<file path="config.mk">
export PLATFORM = sky130hd
export DESIGN_NAME = wash_cycle_sequencer
export DESIGN_NICKNAME = d
export VERILOG_FILES = /design/src/rtl/wash_pkg.sv /design/src/rtl/unit_timer.sv /design/src/rtl/wash_cycle_sequencer.sv
export SDC_FILE = /design/constraint.sdc
export NUM_CORES = 1
export LEC_CHECK = 0
export ABC_CLOCK_PERIOD_IN_PS = 6200
export BUFFER_PORTS_ARGS = -buffer_cell sky130_fd_sc_hd__buf_4
export CAP_MARGIN = 10
export CORE_UTILIZATION = 35
export CTS_CLUSTER_SIZE = 12
export DETAILED_ROUTE_END_ITERATION = 16
export HOLD_SLACK_MARGIN = 0.02
export PLACE_DENSITY_LB_ADDON = 0.05
export RECOVER_POWER = 50
export SYNTH_ARGS = -nofsm -noshare
export SYNTH_HDL_FRONTEND = slang
export SYNTH_SLANG_ARGS = --single-unit
</file>
<file path="constraint.sdc">
create_clock -name clk_i -period 6.2 [get_ports clk_i]
set_input_delay 0 -clock clk_i [delete_from_list [all_inputs] [get_ports clk_i]]
set_output_delay 0 -clock clk_i [all_outputs]
set_load 0.1 [all_outputs]
</file>
<file path="src/rtl/wash_pkg.sv">
// Shared types and helpers for the wash cycle sequencer.
// Holds the FSM state enum, the phase codes seen on the phase output, the default
// cloth limit, and helpers that pick the next non-empty phase and its duration.
package wash_pkg;

  typedef enum logic [2:0] {StIdle, StWash, StRinse, StSpin, StDone} state_e;

  typedef enum logic [1:0] {
    PhaseIdle  = 2'd0,
    PhaseWash  = 2'd1,
    PhaseRinse = 2'd2,
    PhaseSpin  = 2'd3
  } phase_e;

  localparam logic [4:0] MaxClothDefault = 5'd20;

  // First phase after cur whose time is nonzero; DONE when none remains.
  function automatic state_e next_phase(input state_e cur, input logic [4:0] w,
                                        input logic [4:0] r, input logic [4:0] s);
    state_e nxt;
    nxt = StDone;
    if (cur == StIdle && w != 5'd0) begin
      nxt = StWash;
    end else if ((cur == StIdle || cur == StWash) && r != 5'd0) begin
      nxt = StRinse;
    end else if ((cur == StIdle || cur == StWash || cur == StRinse) && s != 5'd0) begin
      nxt = StSpin;
    end
    return nxt;
  endfunction

  function automatic logic [4:0] phase_time(input state_e st, input logic [4:0] w,
                                            input logic [4:0] r, input logic [4:0] s);
    logic [4:0] t;
    case (st)
      StWash:  t = w;
      StRinse: t = r;
      StSpin:  t = s;
      default: t = 5'd0;
    endcase
    return t;
  endfunction

  function automatic phase_e phase_code(input state_e st);
    phase_e p;
    case (st)
      StWash:  p = PhaseWash;
      StRinse: p = PhaseRinse;
      StSpin:  p = PhaseSpin;
      default: p = PhaseIdle;
    endcase
    return p;
  endfunction

endpackage

</file>
<file path="src/rtl/unit_timer.sv">
// Prescaler plus time-unit down-counter for one wash phase.
// Ports: clk_i/rst_i (sync, active-high); load_i/load_val_i restart the count with
// prescaler cleared; en_i advances one cycle; remaining_o is the registered unit count;
// tc_o pulses on the enabled cycle that takes remaining from 1 to 0.
module unit_timer #(
  parameter int unsigned TICKS_PER_UNIT = 4
) (
  input  logic       clk_i,
  input  logic       rst_i,
  input  logic       load_i,
  input  logic [4:0] load_val_i,
  input  logic       en_i,
  output logic [4:0] remaining_o,
  output logic       tc_o
);

  localparam logic [7:0] PreMax = 8'(TICKS_PER_UNIT - 1);

  logic [7:0] pre_q;
  logic [4:0] rem_q;
  logic       wrap;

  assign wrap        = (pre_q == PreMax);
  // Independent of load_i so the FSM can use it to decide whether to load.
  assign tc_o        = en_i && wrap && (rem_q == 5'd1);
  assign remaining_o = rem_q;

  always_ff @(posedge clk_i) begin
    if (rst_i) begin
      pre_q <= 8'd0;
      rem_q <= 5'd0;
    end else if (load_i) begin
      pre_q <= 8'd0;
      rem_q <= load_val_i;
    end else if (en_i) begin
      if (wrap) begin
        pre_q <= 8'd0;
        rem_q <= rem_q - 5'd1;
      end else begin
        pre_q <= pre_q + 8'd1;
      end
    end
  end

endmodule

</file>
<file path="src/rtl/wash_cycle_sequencer.sv">
// Washing-machine cycle sequencer: IDLE -> WASH -> RINSE -> SPIN -> DONE, skipping
// phases with zero time. Inputs: start_i/abort_i pulses, pause_i level, phase times,
// cloth load. Outputs (all registered): busy_o, phase_o, remaining_o, done_o pulse,
// sticky error_o for rejected starts, and the three actuator enables.
module wash_cycle_sequencer
  import wash_pkg::*;
#(
  parameter int unsigned TICKS_PER_UNIT = 4,
  parameter logic [4:0]  MAX_CLOTH      = MaxClothDefault
) (
  input  logic       clk_i,
  input  logic       rst_i,
  input  logic       start_i,
  input  logic       pause_i,
  input  logic       abort_i,
  input  logic [4:0] wash_time_i,
  input  logic [4:0] rinse_time_i,
  input  logic [4:0] spin_time_i,
  input  logic [4:0] cloth_i,
  output logic       busy_o,
  output logic [1:0] phase_o,
  output logic [4:0] remaining_o,
  output logic       done_o,
  output logic       error_o,
  output logic       valve_on_o,
  output logic       drum_on_o,
  output logic       spin_motor_o
);

  state_e     state_q, state_d;
  logic [4:0] wash_time_q, wash_time_d;
  logic [4:0] rinse_time_q, rinse_time_d;
  logic [4:0] spin_time_q, spin_time_d;
  logic       error_q, error_d;
  logic       busy_q, busy_d;
  logic [1:0] phase_q, phase_d;
  logic       done_q, done_d;
  logic       valve_q, valve_d;
  logic       drum_q, drum_d;
  logic       spin_motor_q, spin_motor_d;

  logic       tmr_load, tmr_en, tmr_tc;
  logic [4:0] tmr_load_val;
  logic       active_q, freeze;

  assign active_q = (state_q == StWash) || (state_q == StRinse) || (state_q == StSpin);
  assign freeze   = pause_i && active_q;

  unit_timer #(
    .TICKS_PER_UNIT(TICKS_PER_UNIT)
  ) u_timer (
    .clk_i      (clk_i),
    .rst_i      (rst_i),
    .load_i     (tmr_load),
    .load_val_i (tmr_load_val),
    .en_i       (tmr_en),
    .remaining_o(remaining_o),
    .tc_o       (tmr_tc)
  );

  always_comb begin
    state_d      = state_q;
    wash_time_d  = wash_time_q;
    rinse_time_d = rinse_time_q;
    spin_time_d  = spin_time_q;
    error_d      = error_q;
    tmr_load     = 1'b0;
    tmr_load_val = 5'd0;
    tmr_en       = 1'b0;

    unique case (state_q)
      StIdle: begin
        // Abort alongside start cancels the request and leaves error untouched.
        if (start_i && !abort_i) begin
          if (cloth_i == 5'd0 || cloth_i > MAX_CLOTH) begin
            error_d = 1'b1;
          end else begin
            wash_time_d  = wash_time_i;
            rinse_time_d = rinse_time_i;
            spin_time_d  = spin_time_i;
            error_d      = 1'b0;
            state_d      = next_phase(StIdle, wash_time_i, rinse_time_i, spin_time_i);
            tmr_load     = 1'b1;
            tmr_load_val = phase_time(state_d, wash_time_i, rinse_time_i, spin_time_i);
          end
        end
      end
      StWash, StRinse, StSpin: begin
        if (abort_i) begin
          state_d  = StIdle;
          tmr_load = 1'b1;
        end else if (!pause_i) begin
          tmr_en = 1'b1;
          if (tmr_tc) begin
            state_d      = next_phase(state_q, wash_time_q, rinse_time_q, spin_time_q);
            tmr_load     = 1'b1;
            tmr_load_val = phase_time(state_d, wash_time_q, rinse_time_q, spin_time_q);
          end
        end
      end
      StDone:  state_d = StIdle;
      default: state_d = StIdle;
    endcase

    // Outputs are computed from the next state so they can be registered.
    busy_d       = (state_d == StWash) || (state_d == StRinse) || (state_d == StSpin);
    phase_d      = phase_code(state_d);
    done_d       = (state_d == StDone);
    valve_d      = ((state_d == StWash) || (state_d == StRinse)) && !freeze;
    drum_d       = valve_d;
    spin_motor_d = (state_d == StSpin) && !freeze;
  end

  always_ff @(posedge clk_i) begin
    if (rst_i) begin
      state_q      <= StIdle;
      wash_time_q  <= 5'd0;
      rinse_time_q <= 5'd0;
      spin_time_q  <= 5'd0;
      error_q      <= 1'b0;
      busy_q       <= 1'b0;
      phase_q      <= 2'd0;
      done_q       <= 1'b0;
      valve_q      <= 1'b0;
      drum_q       <= 1'b0;
      spin_motor_q <= 1'b0;
    end else begin
      state_q      <= state_d;
      wash_time_q  <= wash_time_d;
      rinse_time_q <= rinse_time_d;
      spin_time_q  <= spin_time_d;
      error_q      <= error_d;
      busy_q       <= busy_d;
      phase_q      <= phase_d;
      done_q       <= done_d;
      valve_q      <= valve_d;
      drum_q       <= drum_d;
      spin_motor_q <= spin_motor_d;
    end
  end

  assign busy_o       = busy_q;
  assign phase_o      = phase_q;
  assign done_o       = done_q;
  assign error_o      = error_q;
  assign valve_on_o   = valve_q;
  assign drum_on_o    = drum_q;
  assign spin_motor_o = spin_motor_q;

endmodule

</file>
Yosys cells after proc, flatten, opt, wreduce, memory -nomap -nowiden:

Index checks and enable logic that the tools add are counted.

* bits in writable memories: 0
* register bits after elaboration: 38
* bits in latches: 0
* word-level logic and storage cells: 106
* bits in read-only memories: 0
* input port bits: 25
* memories kept: 0

* muxes and demuxes: 42
* shift-type cells: 0
* add/sub/neg operators: 2
* bitwise logic cells: 1
* divide/modulo/power cells: 0
* reductions and logical operators: 33
* $mul: 0
* equal/unequal tests: 15
* magnitude comparators: 1

Operator list (number)
* $mux 3: 18
* $mux 5: 8
* $pmux 5 s3: 2
* $reduce_bool 5->1: 6
* $eq 3x2->1 const B: 8
* $eq 3x1->1 const B: 4
* $pmux 5 s2: 1
* $logic_and 1x1->1: 9
* $mux 1: 9
* $add 8x1->8 const B: 1
* $eq 8x2->1 const B: 1
* $mux 8: 1
* $logic_or 1x1->1: 7
* $pmux 2 s3: 1
* $pmux 3 s2: 1
* $eq 5x1->1 const B: 1
* $gt 5x5->1 const B: 1
* $logic_not 5->1: 1
* $sub 5x1->5 const B: 1
* $reduce_and 2->1: 2
* $reduce_bool 2->1: 2
* $eq 3x3->1 const B: 1
* $logic_not 3->1: 1
* $reduce_and 3->1: 1
* 5 further kinds: 6

Logic depth before layout (Yosys ltp):

* word-level depth: 18
* gate-level depth with buffers: 9
* mapped depth without buffers: 7

Cells and area by module:

Synthesis repeated with hierarchy kept, for this count alone.

* cell total of the unflattened synthesis: 241
* area total of the unflattened synthesis: 2052.0 um2

Modules (own cells, without submodules)
* wash_cycle_sequencer: cells each 162, sequential area each 500.5 um2, times used 1, area an instance 1365.1 um2
* unit_timer: cells each 79, sequential area each 260.2 um2, times used 1, area an instance 686.9 um2

Worst setup path before layout:

OpenSTA, ideal clock, no wires.

* kind: register to register
* start: register u_timer.rem_q[1], in the netlist u_timer.remaining_o[1]
* end: register u_timer.rem_q[1], in the netlist u_timer.remaining_o[1]
* stages on the path, launching flop included: 8
* arrival time: 2.289 ns
* period minus slack after synthesis: 2.364 ns
* setup slack: 3.836 ns
* data required time: 6.125 ns
* path through: dfxtp_1 -> inv_1 -> ha_1 -> nand4_4 -> or2b_1 -> a21oi_2 -> o211ai_1 -> a31oi_1

* word-level cells in the longest chain between the ends: 8
* elaborated cells between the ends (all ways): 17

RTL lines
* start: declaration: RTL line unit_timer.sv:20 `logic [4:0] rem_q;`
* start signal: assignment: RTL line unit_timer.sv:34 `rem_q <= load_val_i;`
* start signal: assignment: RTL line unit_timer.sv:38 `rem_q <= rem_q - 5'd1;`
* $eq 5x1->1: RTL line unit_timer.sv:25 `assign tc_o = en_i && wrap && (rem_q == 5'd1);`
* $logic_and 1x1->1: RTL line unit_timer.sv:25
* $mux 1: RTL line wash_cycle_sequencer.sv:94 `if (tmr_tc) begin`
* $mux 1: RTL line wash_cycle_sequencer.sv:92 `end else if (!pause_i) begin`
* $mux 1: RTL line wash_cycle_sequencer.sv:89 `if (abort_i) begin`
* $pmux 1 s2: RTL line wash_cycle_sequencer.sv:71 `unique case (state_q)`
* $reduce_bool 2->1 (no source line)
* $reduce_and 2->1 (no source line)

Parallel ways exist; a longest one is shown, timed or not. The select of a mux whose other input is x is not followed.
A chain may end at the register's enable or synchronous reset.

Final worst setup path:

* start: register state_q[1]
* end: register u_timer.rem_q[3], in the netlist u_timer.remaining_o[3]

* word-level cells in the longest chain between the ends: 18
* elaborated cells between the ends (all ways): 36

RTL lines
* start: declaration: RTL line wash_cycle_sequencer.sv:30 `state_e state_q, state_d;`
* start signal: assignment: RTL line wash_cycle_sequencer.sv:116 `state_q <= StIdle;`
* start signal: assignment: RTL line wash_cycle_sequencer.sv:128 `state_q <= state_d;`
* $eq 3x1->1 or $logic_not 3->1 (tied branches)
* $logic_or 1x1->1: RTL line wash_pkg.sv:24, wash_pkg.sv:26
* $logic_or 1x1->1: RTL line wash_pkg.sv:26 `end else if ((cur == StIdle || cur == StWash || cur == StRinse) && s != 5'd0) begin`
* $logic_and 1x1->1: RTL line wash_pkg.sv:26
* $mux 3: RTL line wash_pkg.sv:26
* $mux 3: RTL line wash_pkg.sv:24 `end else if ((cur == StIdle || cur == StWash) && r != 5'd0) begin`
* $mux 3: RTL line wash_pkg.sv:22 `if (cur == StIdle && w != 5'd0) begin`
* $mux 3: RTL line wash_cycle_sequencer.sv:94
* [2 not listed]
* $mux 3: RTL line wash_cycle_sequencer.sv:71
* $eq 3x2->1 or $eq 3x1->1 (tied branches): RTL line wash_pkg.sv:35 `case (st)`
* $pmux 5 s3: RTL line wash_pkg.sv:35
* $mux 5: RTL line wash_cycle_sequencer.sv:94
* $mux 5: RTL line wash_cycle_sequencer.sv:92
* $mux 5: RTL line wash_cycle_sequencer.sv:89
* $pmux 5 s2: RTL line wash_cycle_sequencer.sv:71
* $mux 5: RTL line unit_timer.sv:32 `end else if (load_i) begin`

Parallel ways exist; a longest one is shown, timed or not. The select of a mux whose other input is x is not followed.

==> summary.md <==
Cell with the largest stage delay on the worst path: sky130_fd_sc_hd__clkbuf_1. Max-cap violations in this run came to 0. The remaining number of nets flagged by the antenna check after routing is 0.

The min-delay analysis places its worst path in the category in -> reg. In the final timing run, aggregate negative setup slack is 0 ns. The proportion of layout cells with a drive suffix above 1 works out to 17.50%. The flow ran to the end, and the final reports show no timing, DRC or antenna violations. Sorting the synthesized cells by how often they occur yields sky130_fd_sc_hd__nor2_1, sky130_fd_sc_hd__dfxtp_1, sky130_fd_sc_hd__mux2i_1. The area added between synthesis and finish is 27.55%, and the number of rows created at floorplan is 27. The cell family contributing the most delay on the critical path is buffers and inverters. The critical path runs through a total of 8 cells.

For the data required time of the critical path, the log shows 6.40 ns. The fraction of post-synthesis cell area in the top cell type by area was 37.14%; the die outline height was 78.50 um. The Yosys step of the flow raised 0 warnings. In this design, the stage delay of the slowest critical-path cell is 1.07 ns.

For this run, the leading register cell type out of synthesis is sky130_fd_sc_hd__dfxtp_1. In this run the most used layer during global routing was met2. Detailed routing inserted a total of 1843 vias. Setup violations remaining at the end of the flow were counted as 0. The wire length of the first global-routing pass is 8.528 mm. Once placement finished, the instance area stood at 2390 um^2.

Global routing consumed, on the met1 layer, 24.63% of the routing resources. Sorting the synthesized cells by area gives the leading types as sky130_fd_sc_hd__dfxtp_1, sky130_fd_sc_hd__mux2i_1, sky130_fd_sc_hd__nor2_1, sky130_fd_sc_hd__xor2_1, sky130_fd_sc_hd__a211oi_1. The startpoint identified for the worst hold timing path is start_i.

The via count of the first global-routing pass was 1748. The total die area was 6162 um^2. In this run the number of H-tree levels came out at 2. The final layout contains 307 nets.

The aggregate routed wire length is 5.143 mm, and the initial standard-cell utilization of the core is 36.75%. The tools report the worst min-delay path endpoint as error_o$_SDFFE_PP0P_. The power density normalized to cell area is 246.2 nW/um^2. The tools report the sequential area share after synthesis as 37.14%. The analysis attributes to cell leakage a power of 0.9687 nW.

For the detailed placer's ending HPWL, the log shows 3.792 mm. Setup slack on the worst reg-to-reg path comes out at 3.05 ns. Measured in cells, the most critical reg-to-reg path has a length of 8. The reg-to-reg critical path endpoint is u_timer.remaining_o[3]$_SDFFE_PP0P_. The type of element launching the critical path is a flip-flop. Finished layout cell area: 2613 um^2. The kind of critical path was reg -> reg. Once the clock tree was built, the resizer swapped 0 gates to a different size. Yosys instantiated no cell more often than sky130_fd_sc_hd__nor2_1.

The peak supply drop was 130.7 uV; the die span in x was 78.50 um. The area of the placeable core is 5574 um^2, and the number of ports placed on the die boundary is 38. In the global route stage, met3 resource usage came out at 4.186%. The average instance in the mapped netlist occupies 8.983 um^2.

Derived from the worst setup path, the maximum achievable clock frequency is 317.9 MHz. The number of diodes was 0; the number of antenna violations at the first check in global routing was 0. The root buffer cell chosen for the clock tree is sky130_fd_sc_hd__clkbuf_8.

The worst-margin pin slew was 1.431 ns; the combined area of all synthesized cells was 2048 um^2. For this run, global-route usage on met2 was measured as 27.30%. The hold-critical path depth came out at 3.

The number of DRC markers after the initial detailed-route iteration was 53; the max-slew headroom at the worst pin was 4.577%. Setup repair after global routing left no endpoint under its margin. In this run the critical register-to-register path is launched from state_q[1]$_SDFF_PP0_. Routed length per instance: 14.61 um. Number of hold buffers added after cts: 15. Across every metal layer, demand over resource in global routing totals 17.86%. At the worst endpoint, the arrival time is 3.35 ns. Synthesis produced a netlist whose cell count is 228.

The max-slew violation count was 0; the number of enable-type register cells in the synthesized netlist was 0. The signal on the critical path passes through nor2_1 -> nand3_1 -> a221oi_1 -> clkbuf_1 -> and2_1 -> a22oi_2 -> a22o_1 -> a211oi_1. The share of flip-flops with an asynchronous set or reset is 0%, and the clock latency reported for the late side of the worst-skew pair is 0.29 ns. Counting distinct cell types in the post-synthesis netlist gives 57.

After filler insertion, the fill cell instance count of the layout stands at 577. The cell taking the most area after synthesis was sky130_fd_sc_hd__dfxtp_1. The register bit total from synthesis came out at 38. The number of remaining DRC errors is 0, and the share of the cycle needed by the critical path after routing is 50.73%. The total buffers and inverters traversed by the critical path was 1.

Number of detailed-route iterations in the first pass: 4. Entering global routing, the biggest net connects 33 pins. Subtracting the final worst setup slack from the clock period gives 3.146 ns. Port buffering added 37 buffers. Of all nets on the critical path, the largest fanout is 22. At the end of routability-driven placement, the weighted congestion stood at 0.8846. TritonCTS built the clock tree. The run gives 256 as the synthesized net count.

After clock tree synthesis, the setup repair step added 0 buffers. The run gives 38 as the count of clock tree sinks. For the remaining global-route overflow, the log shows 0.

The worst-case clock skew is 0.005399 ns, and the post-detailed-route via-to-cell ratio is 5.236. The clock passes through at most 2 buffers. The tools report the critical path endpoint category as a flip-flop. The final hold violation count was 0. The clock-pin slew reported for the worst setup and hold paths after clock tree synthesis was 0.07 ns; the number of buffers inserted during clock tree synthesis was 5.
worst max-delay path by stage:
| stage | endpoint | slack (ns) | start |
|---|---|---|---|
| 3_5_place_dp | u_timer.remaining_o[3]$_SDFFE_PP0P_ | 3.84 | state_q[1]$_SDFF_PP0_ |
| 5_1_grt | u_timer.remaining_o[3]$_SDFFE_PP0P_ | 2.69 | state_q[1]$_SDFF_PP0_ |
| 6_report | u_timer.remaining_o[3]$_SDFFE_PP0P_ | 3.05 | state_q[1]$_SDFF_PP0_ |
| 3_3_place_gp | u_timer.remaining_o[3]$_SDFFE_PP0P_ | 3.87 | state_q[1]$_SDFF_PP0_ |
| 2_1_floorplan | u_timer.remaining_o[1]$_SDFFE_PP0P_ | 3.84 | u_timer.remaining_o[1]$_SDFFE_PP0P_ |
| 4_1_cts | u_timer.remaining_o[3]$_SDFFE_PP0P_ | 3.81 | state_q[1]$_SDFF_PP0_ |
flip-flops by register name (all words and copies together), names as in the netlist:
name / cells
wash_time_q: 5
u_timer.remaining_o: 5
spin_motor_o: 1
state_q: 3
spin_time_q: 5
rinse_time_q: 5
u_timer.pre_q: 8
error_o: 1
drum_on_o: 1
done_o: 1
busy_o: 1
phase_o: 2
through the flow:
step	std cells	power [W]	hold slack [ns]	utilization (%)	setup slack, ns
floorplan	228	0.0003492	0.07161	-	3.836
global placement	329	0.0003879	0.2597	42.87	3.868
detailed placement	329	0.0003863	0.2690	42.87	3.839
CTS	352	0.0006525	0.03367	48.13	3.814
global route	352	0.0006714	0.04195	46.87	2.686
finish	352	0.0006432	0.03314	46.87	3.055
power breakdown:
group	leakage [nW]	internal [W]	total, W	switching, W
Combinational	0.589	0.0000460	0.000123	0.0000774
Clock	0.0714	0.000172	0.000259	0.0000875
Sequential	0.309	0.000252	0.000261	0.00000839
Total	0.969	0.000470	0.000643	0.000173
area by class of cell:
| type | count | area [um^2] | area share (%) |
|---|---|---|---|
| Clock buffer | 6 | 82.58 | 3.161 |
| Clock inverter | 2 | 60.06 | 2.299 |
| Inverter | 6 | 22.52 | 0.8621 |
| Multi-Input combinational cell | 175 | 1214 | 46.46 |
| Sequential cell | 38 | 760.7 | 29.12 |
| Tap cell | 72 | 90.09 | 3.448 |
| Timing Repair Buffer | 53 | 382.9 | 14.66 |
worst register-to-register path, delay by kind of cell (launching register included):
kind	cells	cell delay, ns
buffers and inverters	1	1.07
AND/OR/NAND/NOR	3	0.80
AO/OA/AOI/OAI	4	0.78
flip-flops	1	0.41
routing by layer:
metal / wire length (um) / part of all wire, %
met1: 2569 / 50
met2: 2314 / 45
met3: 192 / 3.7
met4: 67 / 1.3
met5: 0 / 0
cells in the final DEF (no fill, tap or decap), drive strengths merged, types with 3 or more instances in the layout:
cell type and instances:
nor2 42, dfxtp 38, buf 24, clkbuf 20, mux2i 17, dlygate4sd3 15
nand2 12, a21oi 9, xor2 7, nor3 7, o21ai 7, inv 6
nand3 6, a211oi 6, xnor2 5, a22o 5, or4 5, nor4 4
a31oi 3, nor2b 3, and2 3, ha 3, a22oi 3, nand4 3
kinds of logic (layout without fill, tap and decap cells):
family          count (synthesis)  after routing  share of synthesized area, %
simple gates                   94             94                         25.90
fa+ha+maj                       3              3                         1.833
xor+xnor                       12             12                         5.131
flops                          38             38                         37.14
compound gates                 49             49                         18.08
buf+inv                        15             67                         3.604
mux                            17             17                         8.308
Power figures use the tool's default switching activity.
